--- src/rtl/udp_pg_eth_pkg.sv ---
// Shared Ethernet definitions for the udp_ip_pg frame generator.
// TX state encoding, framing constants and the byte-wide CRC-32 step.
package udp_pg_eth_pkg;

    typedef enum logic [2:0] {
        IDLE,
        PREAMBLE,
        DATA,
        PAD,
        FCS,
        DROP,
        IFG
    } tx_state_t;

    localparam logic [7:0]  PREAMBLE_BYTE = 8'h55;
    localparam logic [7:0]  SFD_BYTE      = 8'hD5;
    localparam logic [31:0] CRC_INIT      = 32'hFFFF_FFFF;
    localparam logic [31:0] CRC_POLY_REFL = 32'hEDB8_8320;

    // Reflected CRC-32, one byte per call, LSB of the byte first.
    function automatic logic [31:0] crc32_d8(
        input logic [31:0] crc,
        input logic [7:0]  data
    );
        logic [31:0] c;
        c = crc ^ {24'h0, data};
        for (int i = 0; i < 8; i++) begin
            c = c[0] ? ((c >> 1) ^ CRC_POLY_REFL) : (c >> 1);
        end
        return c;
    endfunction

endpackage

--- src/rtl/gmii_frame_tx.sv ---
// GMII frame transmitter: preamble/SFD, padding, CRC-32 FCS and IFG.
// Underrun or a flagged-bad frame ends the frame with one gmiitxer cycle.
module gmii_frame_tx
    import udp_pg_eth_pkg::*;
#(
    parameter int IFG_BYTES   = 12,
    parameter int MIN_PAYLOAD = 60,
    parameter bit PAD_EN      = 1'b1
) (
    input  logic       clk,
    input  logic       rst,
    input  logic [7:0] s_tdata,
    input  logic       s_tvalid,
    output logic       s_tready,
    input  logic       s_tlast,
    input  logic       s_tuser,
    output logic [7:0] gmiitxd,
    output logic       gmiitxen,
    output logic       gmiitxer,
    output logic       busy
);

    localparam logic [10:0] MIN_CNT  = 11'(MIN_PAYLOAD);
    localparam logic [7:0]  IFG_LAST = 8'(IFG_BYTES - 1);

    tx_state_t   state;
    logic [2:0]  pos;
    logic [10:0] byte_cnt;
    logic [7:0]  ifg_cnt;
    logic [31:0] crc;

    logic [10:0] cnt_inc;
    logic        ifg_done;
    logic        take;

    assign s_tready = (state == DATA) || (state == DROP);
    assign busy     = (state != IDLE);
    assign take     = s_tvalid && s_tready;
    assign cnt_inc  = (byte_cnt == 11'h7FF) ? byte_cnt : byte_cnt + 11'd1;
    assign ifg_done = (ifg_cnt >= IFG_LAST);

    always_ff @(posedge clk) begin
        if (rst) begin
            state    <= IDLE;
            pos      <= '0;
            byte_cnt <= '0;
            ifg_cnt  <= '0;
            crc      <= CRC_INIT;
            gmiitxd  <= 8'h00;
            gmiitxen <= 1'b0;
            gmiitxer <= 1'b0;
        end else begin
            gmiitxd  <= 8'h00;
            gmiitxen <= 1'b0;
            gmiitxer <= 1'b0;
            unique case (state)
                IDLE: begin
                    pos <= '0;
                    if (s_tvalid) state <= PREAMBLE;
                end
                PREAMBLE: begin
                    gmiitxen <= 1'b1;
                    pos      <= pos + 3'd1;
                    if (pos == 3'd7) begin
                        gmiitxd  <= SFD_BYTE;
                        crc      <= CRC_INIT;
                        byte_cnt <= '0;
                        state    <= DATA;
                    end else begin
                        gmiitxd <= PREAMBLE_BYTE;
                    end
                end
                DATA: begin
                    gmiitxen <= 1'b1;
                    ifg_cnt  <= '0;
                    if (!s_tvalid) begin
                        gmiitxer <= 1'b1;
                        state    <= DROP;
                    end else if (s_tlast && s_tuser) begin
                        gmiitxer <= 1'b1;
                        state    <= IFG;
                    end else begin
                        gmiitxd  <= s_tdata;
                        crc      <= crc32_d8(crc, s_tdata);
                        byte_cnt <= cnt_inc;
                        if (s_tlast) begin
                            if (PAD_EN && (cnt_inc < MIN_CNT)) state <= PAD;
                            else state <= FCS;
                        end
                    end
                end
                PAD: begin
                    gmiitxen <= 1'b1;
                    crc      <= crc32_d8(crc, 8'h00);
                    byte_cnt <= cnt_inc;
                    if (cnt_inc >= MIN_CNT) state <= FCS;
                end
                FCS: begin
                    // pos wrapped to 0 at the SFD; shift the CRC out a byte at a time
                    gmiitxen <= 1'b1;
                    gmiitxd  <= ~crc[7:0];
                    crc      <= {8'h00, crc[31:8]};
                    pos      <= pos + 3'd1;
                    if (pos == 3'd3) begin
                        ifg_cnt <= '0;
                        state   <= IFG;
                    end
                end
                DROP: begin
                    if (!ifg_done) ifg_cnt <= ifg_cnt + 8'd1;
                    if (take && s_tlast) state <= IFG;
                end
                IFG: begin
                    if (ifg_done) state <= IDLE;
                    else ifg_cnt <= ifg_cnt + 8'd1;
                end
                default: state <= IDLE;
            endcase
        end
    end

endmodule

--- config.mk ---
export PLATFORM = sky130hd
export DESIGN_NAME = gmii_frame_tx
export DESIGN_NICKNAME = d
export VERILOG_FILES = /design/src/rtl/udp_pg_eth_pkg.sv /design/src/rtl/gmii_frame_tx.sv
export SDC_FILE = /design/constraint.sdc
export NUM_CORES = 1
export LEC_CHECK = 0
export ABC_AREA = 1
export BUFFER_PORTS_ARGS = -buffer_cell sky130_fd_sc_hd__buf_2
export CAP_MARGIN = 20
export CELL_PAD_IN_SITES_DETAIL_PLACEMENT = 1
export CELL_PAD_IN_SITES_GLOBAL_PLACEMENT = 2
export CORE_UTILIZATION = 32
export DETAILED_ROUTE_END_ITERATION = 6
export GPL_TIMING_DRIVEN = 0
export PLACE_DENSITY = 0.81
export SLEW_MARGIN = 20
export SYNTH_ARGS = -nofsm -noshare
export SYNTH_HDL_FRONTEND = slang
export SYNTH_SLANG_ARGS = --single-unit
--- constraint.sdc ---
create_clock -name clk -period 1.86 [get_ports clk]
set_input_delay 0.279 -clock clk [delete_from_list [all_inputs] [get_ports clk]]
set_output_delay 0.279 -clock clk [all_outputs]
set_load 0.01 [all_outputs]
# Yosys cells after proc, flatten, opt, wreduce, memory -nomap -nowiden
# Index checks and enable logic that the tools add are counted.
dict set report op_classes {
  n_addsub 3
  multipliers 0
  div 0
  n_lt_le_gt_ge 3
  n_eq_ne 19
  shifts 0
  n_mux 47
  bitwise 19
  reduce_logical 18
}
# op count
set op_table {}
lappend op_table {{32-bit two-way mux} 19}
lappend op_table {{13-bit NOT with 14-bit output} 16}
lappend op_table {{32-bit case mux with 4 select lines} 1}
lappend op_table {{8-bit case mux with 3 select lines} 2}
lappend op_table {{11-bit two-way mux} 4}
lappend op_table {{8-bit two-way mux} 5}
lappend op_table {{11-bit case mux with 3 select lines} 1}
lappend op_table {{32-bit by 8-bit bitwise XOR with 32-bit output} 1}
lappend op_table {{3-bit two-way mux} 10}
lappend op_table {{3-bit case mux with 7 select lines} 1}
lappend op_table {{2-bit != test (second input constant)} 8}
lappend op_table {{3-bit equality test (second input constant)} 4}
lappend op_table {{11-bit by 1-bit adder with 11-bit output (second input constant)} 1}
lappend op_table {{11-bit equality test (second input constant)} 1}
lappend op_table {{11-bit by 6-bit >= comparator with 1-bit output (second input constant)} 1}
lappend op_table {{11-bit by 6-bit < comparator with 1-bit output (second input constant)} 1}
lappend op_table {{3-bit by 2-bit equality test with 1-bit output (second input constant)} 3}
lappend op_table {{3-bit nonzero test} 3}
lappend op_table {{8-bit by 1-bit adder with 8-bit output (second input constant)} 1}
lappend op_table {{8-bit by 4-bit >= comparator with 1-bit output (second input constant)} 1}
lappend op_table {{8-bit NOT} 1}
lappend op_table {{4-bit AND reduction} 2}
lappend op_table {{7-bit AND reduction} 1}
lappend op_table {{3-bit case mux with 2 select lines} 1}
lappend op_table {{14 further kinds} 20}
dict set report totals {
  regBits 67
  latchBits 0
  ram_bits 0
  romBits 0
  in_bits 13
  elab_cells 117
  n_memories 0
}

# Logic depth before layout (Yosys ltp)
# Gate-level depths: netlist (run 1).
dict set report logic_depth {
  word_depth 20
  depth_mapped 15
  ltp_nobuf 15
}

# Least setup slack after synthesis (run 1)
# Ideal clock, no wire load.
dict set report synth_path {
  path_kind {register -> register}
  start {reg byte_cnt[0]}
  end {reg state[0]}
  setup_time_ns 0.070
  arrival_time_ns 1.754
  slack_ns 0.036
  path_stages_with_launch 14
  synth_period_minus_slack_ns 1.824
  cell_sequence {dfxtp_1 > ha_1 > nand2_1 > nor2_2 > nand3_2 > nand2_1 > inv_1 > nor2_1 > nand3_1 > nand3_1 > nand2_1 > nor2_2 > nand2_1 > a21oi_1}
}
dict set report synth_via {
  elab_chain_len 8
}
# element line
set synth_lines {}
lappend synth_lines {{from (decl)} gmii_frame_tx.sv:28} ;# logic [10:0] byte_cnt;
lappend synth_lines {{from (signal assigned)} gmii_frame_tx.sv:85} ;# byte_cnt <= cnt_inc;
lappend synth_lines {{from (signal assigned)} gmii_frame_tx.sv:95} ;# byte_cnt <= cnt_inc;
lappend synth_lines {{11-bit by 1-bit adder with 11-bit output or 11-bit equality test (tied branches)} gmii_frame_tx.sv:39} ;# assign cnt_inc = (byte_cnt == 11'h7FF) ? byte_cnt : byte_cnt + 11'd1;
lappend synth_lines {{11-bit two-way mux *} gmii_frame_tx.sv:39}
lappend synth_lines {{11-bit by 6-bit < comparator with 1-bit output} gmii_frame_tx.sv:87} ;# if (PAD_EN && (cnt_inc < MIN_CNT)) state <= PAD;
lappend synth_lines {{3-bit two-way mux} gmii_frame_tx.sv:87}
lappend synth_lines {{3-bit two-way mux} gmii_frame_tx.sv:86} ;# if (s_tlast) begin
lappend synth_lines {{3-bit two-way mux} gmii_frame_tx.sv:79} ;# end else if (s_tlast && s_tuser) begin
lappend synth_lines {{3-bit two-way mux} gmii_frame_tx.sv:76} ;# if (!s_tvalid) begin
lappend synth_lines {{3-bit case mux with 7 select lines} gmii_frame_tx.sv:56} ;# unique case (state)
lappend synth_lines {{to (signal assigned)} gmii_frame_tx.sv:78} ;# state <= DROP;
lappend synth_lines {{to (signal assigned)} gmii_frame_tx.sv:81} ;# state <= IFG;
lappend synth_lines {{to (signal assigned)} gmii_frame_tx.sv:87}
lappend synth_lines {{to (decl)} gmii_frame_tx.sv:26} ;# tx_state_t state;
# Mark *: on every way between the ends. The rest lies on a longest branch, timed or not. The select of a mux whose other input is x is not followed.
# A chain may end at the register's enable or synchronous reset.

# Worst setup path in the final report (run 1)
dict set report layout_path {
  start {reg crc[1]}
  end {reg crc[24]}
}
dict set report layout_via {
  elab_chain_len 16
}
# element line
set layout_lines {}
lappend layout_lines {{from (decl)} gmii_frame_tx.sv:30} ;# logic [31:0] crc;
lappend layout_lines {{from (signal assigned)} gmii_frame_tx.sv:84} ;# crc <= crc32_d8(crc, s_tdata);
lappend layout_lines {{from (signal assigned)} gmii_frame_tx.sv:94} ;# crc <= crc32_d8(crc, 8'h00);
lappend layout_lines {{from (signal assigned)} gmii_frame_tx.sv:102} ;# crc <= {8'h00, crc[31:8]};
lappend layout_lines {{32-bit by 8-bit bitwise XOR with 32-bit output} udp_pg_eth_pkg.sv:26} ;# c = crc ^ {24'h0, data};
lappend layout_lines {{32-bit two-way mux (2 in series)} udp_pg_eth_pkg.sv:28} ;# c = c[0] ? ((c >> 1) ^ CRC_POLY_REFL) : (c >> 1);
lappend layout_lines {{13-bit NOT with 14-bit output (no source line)} n/a}
lappend layout_lines {{32-bit two-way mux (2 in series)} udp_pg_eth_pkg.sv:28}
lappend layout_lines {{13-bit NOT with 14-bit output (no source line)} n/a}
lappend layout_lines {{32-bit two-way mux} udp_pg_eth_pkg.sv:28}
lappend layout_lines {{13-bit NOT with 14-bit output (no source line)} n/a}
lappend layout_lines {{32-bit two-way mux (2 in series)} udp_pg_eth_pkg.sv:28}
lappend layout_lines {{13-bit NOT with 14-bit output (no source line)} n/a}
lappend layout_lines {{32-bit two-way mux} udp_pg_eth_pkg.sv:28}
lappend layout_lines {{32-bit two-way mux} gmii_frame_tx.sv:79}
lappend layout_lines {{32-bit two-way mux} gmii_frame_tx.sv:76}
lappend layout_lines {{32-bit case mux with 4 select lines *} gmii_frame_tx.sv:56}
# Marked as above.

==> results of run 1 <==
synthesized netlist by cell type (8+ instances only):
library cell	instances	share of area (%)
nor2_1	44	3.2
nand2_1	180	13
nand3_1	34	3.3
o211ai_1	13	1.9
nand4_1	9	1.1
a21oi_1	66	6.3
xnor2_1	33	5.5
buf_2	11	1.1
inv_1	62	4.5
or2_2	8	0.96
o21ai_0	48	4.6
dfxtp_1	67	26
clkbuf_1	13	0.93
a22oi_1	11	1.6
xor2_1	56	9.4
state kept, by name, summed over array words and instances, names as in the netlist:
name      count
byte_cnt     11
crc          32
gmiitxd       8
gmiitxen      1
gmiitxer      1
ifg_cnt       8
pos           3
state         3
placed cells by master (no fill, tap or decap), types with 23 or more instances in the layout:
cell type,netlist,layout
xnor2_1,33,26
dfxtp_1,67,50
nor2_1,44,31
buf_4,3,71
a21oi_1,66,60
o21ai_0,48,34
inv_1,62,52
nand3_1,34,25
nand2_1,180,149
buf_2,11,23
xor2_1,56,41
critical path, delay by kind of cell, from the launching register on:
family | cells | cell delay, ps
AO/OA/AOI/OAI | 1 | 140
flip-flops | 1 | 320
XOR/XNOR | 2 | 470
AND/OR/NAND/NOR | 6 | 510
buffers and inverters | 3 | 360
per-stage QoR:
| step | area, sq um | hold WS, ps | power (W) |
|---|---|---|---|
| floorplan | 5220 | 419 | 0.00791 |
| global placement | 5610 | 428 | 0.00976 |
| detailed placement | 5610 | 435 | 0.0100 |
| CTS | 7010 | 211 | 0.0144 |
| global route | 7670 | 232 | 0.0170 |
| finish | 7670 | 222 | 0.0162 |
cell families after synthesis:
| logic type | count (synthesis) | share of synthesized area [%] |
|---|---|---|
| compound gates | 167 | 18.6 |
| xor+xnor | 99 | 19.1 |
| fa+ha+maj | 5 | 1.20 |
| buf+inv | 104 | 9.13 |
| flops | 67 | 25.7 |
| simple gates | 307 | 26.2 |
repair_timing:
item,in CTS,in global routing
hold buffers,0,0
gates cloned,0,1
setup buffers,55,31
endpoints found under the setup margin,61,58
gates resized for setup,136,120
pin swaps,43,55
layer usage:
metal  part of all wire (%)  vias to the layer above  global-route usage, %
met5                      0                        -                      0
met4                    4.8                        0                   14.1
met3                    5.1                       81                   4.06
met2                     47                      239                   42.3
met1                     43                     2918                   33.5
li1                       -                     2681                      -
worst max path at each step:
stage,startpoint,end,slack (ps)
after floorplan,byte_cnt[0],state[0],40
after global placement,state[0],crc[17],-800
after detailed placement,state[0],crc[17],-790
after CTS,crc[1],crc[18],-20
after global routing,state[0],gmiitxd[4],-150
final,crc[1],crc[24],-60
area by class of cell:
| type | instances | area, sq um | area share, % |
|---|---|---|---|
| inverters | 70 | 302 | 3.93 |
| flip-flops and latches | 67 | 1380 | 18.0 |
| well taps | 216 | 270 | 3.52 |
| plain buffers | 30 | 299 | 3.90 |
| clock inverters | 5 | 108 | 1.40 |
| clock buffers | 11 | 253 | 3.29 |
| repair buffers | 109 | 901 | 11.7 |
| multi-input cells | 578 | 4160 | 54.2 |
where the power goes:
group,internal (W),switching (W),leakage [nW]
registers,0.00189,0.000481,0.552
logic,0.00494,0.00676,2.48
clock network,0.00139,0.000747,0.176
total,0.00823,0.00798,3.20
==> impl_metrics.ini, run 1 <==
[clock_tree]
path_clk_slew_ps = 60
clockRootBuffer = clkbuf_16
htree_levels = 3
clock_sinks = 67
cts_tree = done
numCtsBuffers = 9
cts_buffer_depth = 2
clkLatencyLatePin_ps = 350

[placed_design]
gp_congestion = 0.880
port_buffers = 23
dp_slack_ps = -785
place_hpwl_um = 14100
dp_cells = 988

[floorplan]
die_h_um = 130
io_pins = 25
die_w_um = 130
core-area_sq_um = 15900
rows = 46
initial_utilization_pct = 32.9
die-area_sq_um = 16800

[timing]
rsz0062_at_grt = true
worst_pin_slew_ps = 794
post-route-period-util_pct = 103
hold_viol_final = 0
fin_setup_tns_ps = -277
relSlewSlack_pct = 47.1
fin_ws_ps = -55.8
fin_worst_skew_ps = 8.28
setup_viol = 12
period_needed_ps = 1920
slew_viol_final = 0
max_freq_mhz = 522

[logic_synthesis]
synth.distinct_cells = 50
synth_warnings = 0
avgSynthCellArea_sq_um = 6.97
synthCells = 749
syn-cell-area_sq_um = 5220
ys_ff_latch = 67
synth_flop_cell = dfxtp_1
async_flop_share_pct = 0
ys_seq_area_share_pct = 25.7
syn-num-nets = 767
synth-edff-count = 0

[pwr]
p_leak_nw = 3.20
power_density_nw_per_um2 = 2110
ir_drop_v = 0.000712

[setup_path]
worstRegToRegCells = 12
r2r-end = crc[24]
cpPeakStageDelay_ps = 320
start_kind = flop
end_kind = flop
timing.critical_path.mode_cell = nand2_1
crit_chain = buf_12, inv_8, nand2_8, nand2_8, xor2_4, buf_6, xor2_2, nand2_1, nand2_1, o211ai_1, nand2_1, nand2_1
ff2ff_setup_slack_ps = -60
path_class = reg2reg
crit_path_top_delay_cell = dfxtp_2
arrival_ps = 2160
crit_fanout = 6
r2r-start = crc[1]
crit_required_ps = 2110

[global_route]
grt_pass1_vias = 5833
grt_overflow = 0
grt_max_degree = 13
grt.total_usage_pct = 26.2
grt_pass1_wl_um = 32700
antenna_found_initial = 0

[cells_and_area]
fin_nets = 883
final_cells = 1086
drive_gt1_share_pct = 35.7
fill_cells = 1915
num_antenna_cells = 0
fin_util_pct = 48.3
syn2layout_area_growth_pct = 47.0

[route]
drtPass1Iterations = 5
drcViolationCount = 0
vias = 5919
ant_nets = 0
drtIter0Drc = 458
drt-total-wl_um = 22300
via_per_inst = 5.45
wl_per_cell_um = 20.6

[worst_hold_path]
holdCritPathClass = in2reg
hold_start = s_tdata[3]
hold_depth = 3
min_to = gmiitxd[3]

[status]
status = finished, violations left
violations = setup timing

[run]
drv_cap = 0
No activity file was read; power rests on OpenSTA's default activity.
==> run 2: changes to the inputs <==
--- a/config.mk
+++ b/config.mk
@@ -5,12 +5,11 @@
 export SDC_FILE = /design/constraint.sdc
 export NUM_CORES = 1
 export LEC_CHECK = 0
-export ABC_AREA = 1
 export BUFFER_PORTS_ARGS = -buffer_cell sky130_fd_sc_hd__buf_2
 export CAP_MARGIN = 20
 export CELL_PAD_IN_SITES_DETAIL_PLACEMENT = 1
 export CELL_PAD_IN_SITES_GLOBAL_PLACEMENT = 2
-export CORE_UTILIZATION = 32
+export CORE_UTILIZATION = 34
 export DETAILED_ROUTE_END_ITERATION = 6
 export GPL_TIMING_DRIVEN = 0
 export PLACE_DENSITY = 0.81
==> run 2 against run 1 <==
  * Non-clock buffer count is 34 higher
  * Sequential power shrank 7%
  * Sequential share of layout area decreased by 0.50 points
  * The run still ends with setup timing left
==> impl_metrics.ini, run 2 <==
[status]
status = finished, violations left
violations = setup timing

[setup_path]
arrival_ps = 2360
start_kind = flop
end_kind = flop
path_class = reg2reg
crit_required_ps = 2150
worstRegToRegCells = 9
crit_fanout = 5

[global_route]
grt.total_usage_pct = 29.8
grt_max_degree = 12
antenna_found_initial = 0
grt_overflow = 0
grt_pass1_vias = 5435
grt_pass1_wl_um = 32400

[route]
highest_layer = met4
vias = 5702
wl_met3_um = 1670
wl_met1_um = 9840
route.met2.wl_um = 11800
wl_per_cell_um = 26.6
drt-total-wl_um = 24800
drtIter0Drc = 376
drcViolationCount = 0
drtPass1Iterations = 5
via_per_inst = 6.10
ant_nets = 0

[logic_synthesis]
synthTopCellsByArea = dfxtp_1, xnor2_1, nor2_1, a21oi_1, o21ai_0
syn-num-nets = 626
synthTopCellsByCount = xnor2_1, dfxtp_1, nor2_1
synthCells = 608
syn-cell-area_sq_um = 5020
synth_top_area_share_pct = 26.7
ys_seq_area_share_pct = 26.7
synth_flop_cell = dfxtp_1
async_flop_share_pct = 0
ys_ff_latch = 67
synth-edff-count = 0
synth_warnings = 0
avgSynthCellArea_sq_um = 8.26
synth.most_common_cell = xnor2_1
synth.distinct_cells = 69
synth_top_area_cell = dfxtp_1

[cells_and_area]
fin_nets = 765
fill_cells = 1568
final_cells = 935
reg.largest.list = crc: 32 flops, byte_cnt: 11 flops
largest_register_ffs = 32
drive_gt1_share_pct = 44.3
fin_util_pct = 54.7
final_common_cell = buf_4
syn2layout_area_growth_pct = 57.6
largest-register = crc
mostFrequentLayoutCells = buf_4, xnor2_1, dfxtp_1
num_antenna_cells = 0

[timing]
slew_viol_final = 0
worst_pin_slew_ps = 787
rsz0062_at_grt = true
fin_worst_skew_ps = 7.63
timing.hold.ws_ps = 255
fin_setup_tns_ps = -2700
setup_viol = 29
period_needed_ps = 2070
post-route-period-util_pct = 111
relSlewSlack_pct = 47.6
fin_ws_ps = -208
max_freq_mhz = 483
hold_viol_final = 0

[clock_tree]
cts_buffer_depth = 2
postCtsHoldBufs = 0
cts_tree = done
numCtsBuffers = 9
clockRootBuffer = clkbuf_16
clock_sinks = 67
path_clk_slew_ps = 60
clkLatencyLatePin_ps = 360
htree_levels = 3

[pwr]
seq_power_share_pct = 14.1
netSwitchingPower_w = 0.00704
sw_frac_of_total_pct = 44.8
ir_drop_v = 0.000636
power.share.combinational_pct = 74.3
p_int_w = 0.00866
p_leak_nw = 3.05
power_density_nw_per_um2 = 1980
pwr-share-clk_pct = 11.6

[placed_design]
place_hpwl_um = 13200
dp_cells = 815
port_buffers = 23
gp_congestion = 0.908

[floorplan]
io_pins = 25
die_w_um = 124
rows = 44
initial_utilization_pct = 34.7
core-area_sq_um = 14500
die_h_um = 124
die-area_sq_um = 15300

[worst_hold_path]
hold_depth = 3
holdCritPathClass = in2reg

[run]
drv_cap = 0
[run 2: changes by cell type in the layout (fill, tap and decap cells not counted), moves of 18 or more]
cell | previous run | this run
xnor2_1 | 26 | 55
nand2_2 | 19 | 1
a21oi_1 | 60 | 31
nand3_1 | 25 | 7
nand2_1 | 149 | 32
xor2_1 | 41 | 12
inv_1 | 52 | 9
buf_4 | 71 | 91
[run 2: logic make-up after synthesis]
logic type / after synthesis / share of synthesized area (%)
multiplexers: 8 / 1.64
AND/OR/NAND/NOR: 174 / 17.0
flip-flops: 67 / 26.7
XOR/XNOR: 117 / 24.4
AO/OA/AOI/OAI: 182 / 24.3
buffers and inverters: 55 / 4.66
adder cells (fa/ha/maj): 5 / 1.25
[run 2: repair_timing]
action | CTS | global route
pin swaps | 63 | 55
hold endpoints to repair | 0 | 0
resized for setup | 171 | 131
endpoints found under the setup margin | 69 | 59
gates cloned | 0 | 1
buffers inserted | 76 | 41
[run 2: path summary, 6_finish.rpt]
check | slack (ps) | from | to
hold / removal | 250 | s_tdata[6] | gmiitxd[6]
setup / recovery | -210 | crc[7] | crc[19]
hold reg to reg | 510 | byte_cnt[10] | byte_cnt[8]
setup reg to reg | -210 | crc[7] | crc[19]
[run 2: power by group through the flow]
stage	clock (W)	combinational [W]	sequential (W)
after floorplan	0	0.00534	0.00201
after global placement	0	0.00676	0.00207
after detailed placement	0	0.00688	0.00209
after CTS	0.00181	0.00942	0.00210
after global routing	0.00188	0.0121	0.00224
final	0.00182	0.0117	0.00221
[run 2: stage by stage]
stage                     total power, W  cell area [sq um]  setup WS [ps]
after global routing              0.0162               7910           -261
after floorplan                  0.00736               5180          -80.7
after detailed placement         0.00897               5530           -937
after global placement           0.00883               5530           -948
after CTS                         0.0133               7150           -156
final                             0.0157               7910           -208
[run 2: critical path, cell delays in order (launching register included)]
cell,delay [ps]
dfxtp_2,320
buf_8,140
xnor2_4,260
xnor2_4,110
buf_4,160
buf_4,120
xnor2_1,160
xnor3_1,440
nand2b_4,170
a31oi_4,110
[run 2: routing by layer]
| metal | global-route usage, % | up-vias |
|---|---|---|
| met5 | 0 | - |
| met4 | 20.4 | 0 |
| met3 | 5.72 | 114 |
| met2 | 48.4 | 279 |
| met1 | 35.3 | 2861 |
| li1 | - | 2448 |
[run 2: area by class of cell]
| class | count | area, sq um | area share (%) |
|---|---|---|---|
| multi-input combinational | 486 | 4460 | 56.4 |
| sequential | 67 | 1390 | 17.5 |
| timing repair buffer | 139 | 1120 | 14.1 |
| buffer | 34 | 375 | 4.74 |
| clock buffer | 11 | 253 | 3.19 |
| tap | 184 | 230 | 2.91 |
| clock inverter | 4 | 50.0 | 0.632 |
| inverter | 10 | 40.0 | 0.506 |
==> run 3: changes to the inputs <==
--- a/config.mk
+++ b/config.mk
@@ -9,7 +9,9 @@
 export CAP_MARGIN = 20
 export CELL_PAD_IN_SITES_DETAIL_PLACEMENT = 1
 export CELL_PAD_IN_SITES_GLOBAL_PLACEMENT = 2
+export CORE_MARGIN = 5
 export CORE_UTILIZATION = 34
+export CTS_BUF_LIST = sky130_fd_sc_hd__clkbuf_4 sky130_fd_sc_hd__clkbuf_8 sky130_fd_sc_hd__clkbuf_16
 export DETAILED_ROUTE_END_ITERATION = 6
 export GPL_TIMING_DRIVEN = 0
 export PLACE_DENSITY = 0.81
==> run 3 against run 2 <==
  * Register-to-register slack lost 60 ps
  * Cell count down 0.32%
  * Critical path depth fell by 2
  * Flip-flop and latch count is the same
  * Wire length rose by 2.3%
  * Final area shrank 0.30%
  * Critical endpoint is now crc[29]
  * Setup slack worse by 57 ps
  * The run still ends with setup timing left
  * Total power is 1.5% higher
  * Clock skew about the same
  * Die area rose by 13%
  * Fmax down 2.7%
==> impl_metrics.ini, run 3 (same netlist as run 2, synthesis figures left out) <==
[status]
status = finished, violations left
violations = setup timing

[route]
ant_nets = 0
vias = 5753
drtIter0Drc = 549
drtPass1Iterations = 5
wl_per_cell_um = 27.3
drt-total-wl_um = 25400
drcViolationCount = 0
via_per_inst = 6.17

[setup_path]
worstRegToRegCells = 7
crit_chain = buf_4, xnor2_2, xnor2_2, xnor2_1, a21oi_1, o21ai_0, a221o_1
path_class = reg2reg
cpLargestDelayFamily = XOR/XNOR gates
crit_path_top_delay_cell = xnor2_2
start_kind = flop
end_kind = flop
cpPeakStageDelay_ps = 450
crit_cells = 7
path_buf_inv = 1
timing.critical_path.mode_cell = xnor2_2
crit_required_ps = 2090
crit_fanout = 5
arrival_ps = 2350

[cells_and_area]
fill_cells = 1607
multi_input_area_sq_um = 4370
regArea_sq_um = 1390
final_common_cell = buf_4
reg.largest.list = crc: 32 flops, byte_cnt: 11 flops
final_cells = 932
largest_register_ffs = 32
syn2layout_area_growth_pct = 57.1
largest-register = crc
num_antenna_cells = 0
drive_gt1_share_pct = 43.0
fin_util_pct = 54.3
fin_nets = 761
mostFrequentLayoutCells = buf_4, xnor2_1, dfxtp_1

[clock_tree]
htree_levels = 3
cts_tree = done
cts_buffer_depth = 2
clkLatencyLatePin_ps = 350
numCtsBuffers = 9
clock_sinks = 67
path_clk_slew_ps = 60
clockRootBuffer = clkbuf_16
postCtsHoldBufs = 0

[timing]
fin_ws_ps = -265
max_freq_mhz = 471
period_needed_ps = 2120
post-route-period-util_pct = 114
worst_pin_slew_ps = 798
rsz0062_at_grt = true
setup_viol = 41
relSlewSlack_pct = 46.8
fin_setup_tns_ps = -4000
fin_worst_skew_ps = 8.07
slew_viol_final = 0
hold_viol_final = 0

[global_route]
grt_pass1_vias = 5574
grt_max_degree = 12
antenna_found_initial = 0
grt_overflow = 0
grt_pass1_wl_um = 32700
grt.total_usage_pct = 24.2

[pwr]
power_density_nw_per_um2 = 2020
p_int_w = 0.00891
netSwitchingPower_w = 0.00701
seq_power_share_pct = 14.1
ir_drop_v = 0.000831
power.share.combinational_pct = 72.9
pwr-share-clk_pct = 13.1
p_leak_nw = 3.06
sw_frac_of_total_pct = 44.0

[worst_hold_path]
holdCritPathClass = in2reg
hold_depth = 3

[placed_design]
place_hpwl_um = 13000
dp_cells = 815
gp_congestion = 0.901
port_buffers = 23

[floorplan]
die-area_sq_um = 17300
initial_utilization_pct = 34.5
rows = 44
core-area_sq_um = 14500
die_w_um = 132
io_pins = 25
die_h_um = 132

[run]
drv_cap = 0
-- run 3: cell count changes in the layout (fill, tap and decap cells not counted), sizes merged --
cell / change
buf: -7
clkinv: -1
clkbuf: +4
clkinvlp: -1
bufinv: +2
-- run 3: repair_timing --
| item | CTS | global route |
|---|---|---|
| setup buffers | 72 | 39 |
| pin swaps | 46 | 62 |
| endpoints found under the setup margin | 68 | 59 |
| gates resized for setup | 151 | 128 |
-- run 3: layout make-up --
class	count	area share (%)
multi-input combinational	486	55.3
sequential	67	17.6
timing repair buffer	133	13.9
buffer	36	5.31
clock buffer	12	3.22
tap	184	2.92
clock inverter	4	1.24
inverter	10	0.507
-- run 3: power by group through the flow --
stage	combinational, W	sequential, W	clock [W]
finish	0.0116	0.00224	0.00208
global route	0.0119	0.00226	0.00214
CTS	0.00901	0.00210	0.00209
floorplan	0.00534	0.00201	0
detailed placement	0.00686	0.00209	0
global placement	0.00675	0.00207	0
-- run 3: per-stage QoR --
stage	setup WS [ps]	instance area [sq um]	total power (W)	hold slack [ps]
after floorplan	-80.7	5180	0.00736	417
after global placement	-927	5530	0.00882	456
after detailed placement	-998	5530	0.00894	466
after CTS	-129	7140	0.0132	258
after global routing	-345	7890	0.0163	332
final	-265	7890	0.0159	257
-- run 3: worst register-to-register path, delay by kind of cell, from the launching register on --
kind | cells | cell delay (ps)
compound gates | 3 | 700
buf+inv | 1 | 160
flops | 1 | 380
xor+xnor | 3 | 760
-- run 3: worst paths after layout --
kind                                   end       start  slack, ps
worst max-delay path               crc[29]      crc[5]       -260
worst min-delay path            gmiitxd[6]  s_tdata[6]        260
worst max register to register     crc[29]      crc[5]       -260
worst min register to register  ifg_cnt[3]  ifg_cnt[3]        490
-- run 3: metal layers --
| metal | up-vias | part of all wire (%) | track usage, % |
|---|---|---|---|
| met3 | 100 | 7.7 | 4.28 |
| met4 | 0 | 6.1 | 13.6 |
| li1 | 2443 | - | - |
| met1 | 2885 | 39 | 30.5 |
| met5 | - | 0 | 0 |
| met2 | 325 | 47 | 39.0 |
